### config.mk
export PLATFORM = sky130hd
export DESIGN_NAME = fir_seq_mac
export DESIGN_NICKNAME = d
export VERILOG_FILES = /design/src/rtl/fir_pkg.sv /design/src/rtl/fir_delay_line.sv /design/src/rtl/fir_seq_mac.sv
export SDC_FILE = /design/constraint.sdc
export NUM_CORES = 1
export LEC_CHECK = 0
export BUFFER_PORTS_ARGS = -buffer_cell sky130_fd_sc_hd__buf_2
export CAP_MARGIN = 15
export CORE_MARGIN = 3
export CORE_UTILIZATION = 55
export CTS_CLUSTER_DIAMETER = 100
export DETAILED_ROUTE_END_ITERATION = 16
export GPL_TIMING_DRIVEN = 0
export PLACE_DENSITY = 0.73
export SKIP_LAST_GASP = 1
export SYNTH_ARGS = -nofsm -noshare
export SYNTH_HDL_FRONTEND = slang
export SYNTH_SLANG_ARGS = --single-unit
### constraint.sdc
create_clock -name clk -period 8.9 [get_ports clk]
set_clock_uncertainty 0.1 [all_clocks]
set_input_delay 0.89 -clock clk [delete_from_list [all_inputs] [get_ports clk]]
set_output_delay 0.89 -clock clk [all_outputs]
set_load 0.05 [all_outputs]
### src/rtl/fir_pkg.sv
// fir_pkg: shared FSM state type and width helper for the sequential FIR MAC.
package fir_pkg;
    typedef enum logic [1:0] {IDLE, MAC, OUT} state_t;
    function automatic int acc_width(int w, int taps);
        return 2 * w + $clog2(taps);
    endfunction
endpackage

### src/rtl/fir_delay_line.sv
// fir_delay_line: sample history shift register, x[0] (newest) in the low W bits.
module fir_delay_line #(
    parameter int W = 4,
    parameter int TAPS = 10
) (
    input  logic              clk,
    input  logic              rst_n,
    input  logic              shift_en,
    input  logic [W-1:0]      din,
    output logic [TAPS*W-1:0] taps
);
    always_ff @(posedge clk)
        if (!rst_n) taps <= '0;
        else if (shift_en) taps <= {taps[(TAPS-1)*W-1:0], din};
endmodule

### src/rtl/fir_seq_mac.sv
// fir_seq_mac: time-multiplexed unsigned FIR, one multiply-accumulate per tap per cycle.
module fir_seq_mac
    import fir_pkg::*;
#(
    parameter int W = 4,
    parameter int TAPS = 10,
    localparam int AW = $clog2(TAPS),
    localparam int ACCW = acc_width(W, TAPS)
) (
    input  logic            clk,
    input  logic            rst_n,
    input  logic            coef_we,
    input  logic [AW-1:0]   coef_addr,
    input  logic [W-1:0]    coef_data,
    input  logic            in_valid,
    output logic            in_ready,
    input  logic [W-1:0]    in_data,
    output logic            out_valid,
    input  logic            out_ready,
    output logic [ACCW-1:0] out_data,
    output logic            busy
);
    state_t             state, state_n;
    logic [W-1:0]       h [TAPS];
    logic [W-1:0]       x [TAPS];
    logic [TAPS*W-1:0]  taps;
    logic [AW-1:0]      idx;
    logic [ACCW-1:0]    acc, sum;
    logic [2*W-1:0]     prod;
    logic               accept, last;

    fir_delay_line #(.W(W), .TAPS(TAPS)) u_dl (
        .clk(clk), .rst_n(rst_n), .shift_en(accept), .din(in_data), .taps(taps)
    );

    for (genvar k = 0; k < TAPS; k++) begin : g_x
        assign x[k] = taps[k*W +: W];
    end

    always_comb begin
        in_ready = state == IDLE;
        busy = state != IDLE;
        accept = in_ready && in_valid;
        last = idx == AW'(TAPS - 1);
        prod = x[idx] * h[idx];
        sum = acc + ACCW'(prod);
        state_n = accept ? MAC
                : (state == MAC && last) ? OUT
                : (state == OUT && out_ready) ? IDLE : state;
    end

    always_ff @(posedge clk)
        if (!rst_n) state <= IDLE;
        else state <= state_n;

    // Coefficients only change while idle so a running MAC sees a stable bank.
    always_ff @(posedge clk)
        if (!rst_n) for (int i = 0; i < TAPS; i++) h[i] <= '0;
        else if (coef_we && in_ready && int'(coef_addr) < TAPS) h[coef_addr] <= coef_data;

    always_ff @(posedge clk)
        if (!rst_n) begin
            acc <= '0;
            idx <= '0;
            out_data <= '0;
            out_valid <= 1'b0;
        end else begin
            if (accept) begin
                acc <= '0;
                idx <= '0;
            end
            if (state == MAC) begin
                acc <= sum;
                if (!last) idx <= idx + 1'b1;
                if (last) begin
                    out_data <= sum;
                    out_valid <= 1'b1;
                end
            end
            if (state == OUT && out_ready) out_valid <= 1'b0;
        end
endmodule

==> summary.txt <==
Timing
  – Post-route setup slack: 3.75 ns
  – FMAX: 194 MHz
  – Slew @ Worst Pin: 0.684 ns
  – Max-slew violation count: 0
  – RSZ-0062 raised after global routing: false
  – Final setup TNS: 0 ns
  – Final setup viols: 0
  – Fin crit share: 57.9%
  – Slew margin rel.: 54.0%
  – Hold Vio Cnt, Final: 0
  – Final Critical Period: 5.15 ns

Worst setup path
  – Crit path DAT: 5.36 ns
  – Startpoint Class: register
  – Worst setup path start: idx[0]$_SDFF_PN0_
  – R2r startpoint: idx[0]$_SDFF_PN0_
  – CP Capture Type: register
  – CP Cell Sequence: buf_2 -> mux4_2 -> o221ai_2 -> or2_1 -> fa_1 -> fa_1 -> fa_1 -> inv_1 -> ha_1 -> a211oi_1 -> o211ai_1 -> a211oi_1 -> nor3_1
  – CP delay by family, top: adder cells
  – Top cell by count, worst path: fa_1
  – Crit path buffers/inverters: 2
  – Slowest CP cell: mux4_2
  – Max FO, Critical Path: 10
  – Req. time, crit path: 9.11 ns
  – CP peak stage delay: 0.57 ns
  – Critical path class: reg -> reg

Pwr
  – Design Power: 1.49 mW
  – Peak VDD IR: 0.000162 V
  – P per Cell Area: 196 mW/mm^2
  – Static Leak: 2.82 nW

Logic synthesis
  – Synthesized flop and latch total: 135
  – EDFF count, synth: 64
  – Synth Cell Area: 0.00662 sq mm
  – Synth Area per Inst: 10.4 sq um
  – Top cells by area, synth: edfxtp_1, dfxtp_1, mux4_2
  – Sequential fraction of the synthesis area: 50.5%
  – Synth async-reset ratio: 0%
  – Largest area contributor in the netlist: edfxtp_1
  – Main flop type after synthesis: dfxtp_1
  – Post-Syn Instances: 637
  – Warnings from Yosys: 0
  – Synth cell types: 54
  – Synth top area share: 29.0%

Global route
  – Initial antenna violation count: 0
  – First-pass GRT wire length: 24,500 microns
  – Largest net degree at the start of global routing: 17
  – GRT Total Usage: 24.1%
  – Number of global-route vias before repair: 4,948
  – Total global routing overflow: 0

Finish
  – Share of cells above drive strength 1: 16.2%
  – Multi-input logic area: 0.00308 sq mm
  – Register Area: 0.00334 sq mm
  – Ant. Diodes: 0
  – Final instance area: 0.00761 sq mm
  – Post-route insts no fill: 864
  – Fillers: 940
  – Final net count: 755
  – Synth-to-Final Area Change: 14.9%

Clock network
  – Hold Buf Count CTS: 0
  – CTS resizes: 0
  – Clk_lat worst skew: 0.43 ns
  – Max clock buf depth: 2
  – TritonCTS Buffers: 17
  – # H-tree levels: 4
  – Root buffer selected by CTS: clkbuf_16
  – # clock sinks: 135
  – Reg clk slew, reported paths: 0.06 ns
  – TritonCTS clock tree: yes
  – Setup Buffers After CTS: 0

Place
  – DP Wirelength: 11,100 microns
  – Cells after DPL: 833
  – DP Area: 0.00704 sq mm
  – Gpl congestion: 0.880
  – I/O Buffers: 30
  – Post-Place Worst Slack: 3.82 ns

Route
  – Vias: 5,152
  – DR WL/cell: 17.6 microns
  – DRT Pass-1 Iters: 5
  – Remaining design rule violation count: 0
  – Final wirelength: 15,200 microns
  – Starting DRT DRC Count: 302
  – Vias per inst: 5.96
  – DRT antenna net count: 0

Die
  – Die span in x: 116 microns
  – Full die area: 0.0134 sq mm
  – Die H: 116 microns
  – IO Pins: 32
  – Initial Utilization: 57.0%
  – FP Rows: 39
  – Core footprint: 0.0116 sq mm

Hold path
  – Hold/Removal Path Class: reg -> reg
  – Min-delay src: out_data[1]$_SDFFE_PN0P_

Flow run
  – MaxCap Viol Count: 0

Status
  – Result of the run: finished clean
tightest hold or removal path, stage by stage, from the launching register on:
cell     delay (ns)
dfxtp_1        0.30
nand2_1        0.05
a21oi_1        0.05
Yosys cell counts (all sizes together), types with 6 or more instances:
cell type,instances
a21oi,57
buf,19
clkbuf,20
dfxtp,71
edfxtp,64
fa,9
ha,20
inv,29
mux4,24
nand2,112
nand2b,12
nand3,26
nand4,8
nor2,34
nor3,27
nor4,8
o21a,6
o21ai,22
or2,9
through the flow:
step | hold slack [ns] | utilization (%)
finish | 0.352 | 65.5
global route | 0.363 | 65.5
CTS | 0.354 | 65.5
detailed placement | 0.345 | 60.6
global placement | 0.340 | 60.6
floorplan | 0.333 | -
cells in the final DEF, fill, tap and decap left out, types with 9 or more instances in the layout:
cell type	Yosys	final
a21oi_1	57	57
buf_2	13	43
clkbuf_1	20	20
clkbuf_16	0	17
conb_1	1	24
dfxtp_1	71	71
edfxtp_1	64	64
fa_1	9	9
ha_1	20	20
inv_1	28	28
mux4_2	23	23
nand2_1	112	112
nand2b_1	12	12
nand3_1	26	26
nor2_1	33	33
nor3_1	27	27
o21ai_0	13	13
o21ai_1	9	9
cell families after synthesis:
| kind of cell | synth area share [%] |
|---|---|
| other cells | 0.0566 |
| flops | 50.5 |
| xor+xnor | 0.529 |
| buf+inv | 4.33 |
| fa+ha+maj | 6.50 |
| mux | 9.07 |
| compound gates | 11.9 |
| simple gates | 17.1 |
per-layer routing:
layer  track usage, %  part of all wire (%)  up-vias
met2             40.7                    51      184
met3             6.79                   6.2       35
met1             29.3                    41     2505
li1                 -                     -     2428
met4             9.90                   2.3        0
met5                0                     0        -
state kept, by name, summed over array words and instances, names as in the netlist:
| signal | cells |
|---|---|
| h | 64 |
| u_dl.taps | 40 |
| acc | 12 |
| out_data | 12 |
| idx | 4 |
| state | 2 |
| out_valid | 1 |
final timing paths:
check | slack (ns) | endpoint | cells after the start
max reg2reg | 3.75 | out_data[11]$_SDFFE_PN0P_ | 13
max | 3.75 | out_data[11]$_SDFFE_PN0P_ | 13
min | 0.35 | out_data[1]$_SDFFE_PN0P_ | 2
min reg2reg | 0.35 | out_data[1]$_SDFFE_PN0P_ | 2
final cells by class:
cell class	instances	share of cell area (%)
buffer	39	2.33
clock buffer	17	5.59
clock inverter	14	1.96
inverter	29	1.43
multi-input combinational	457	40.4
sequential	135	43.9
tap	143	2.35
timing repair buffer	30	1.97
power by group:
| group | switching [mW] | total [mW] | internal (mW) |
|---|---|---|---|
| combinational | 0.0854 | 0.131 | 0.0457 |
| sequential | 0.00863 | 0.677 | 0.668 |
| clock | 0.271 | 0.683 | 0.412 |
| total | 0.365 | 1.49 | 1.13 |
Power figures use the tool's default switching activity.
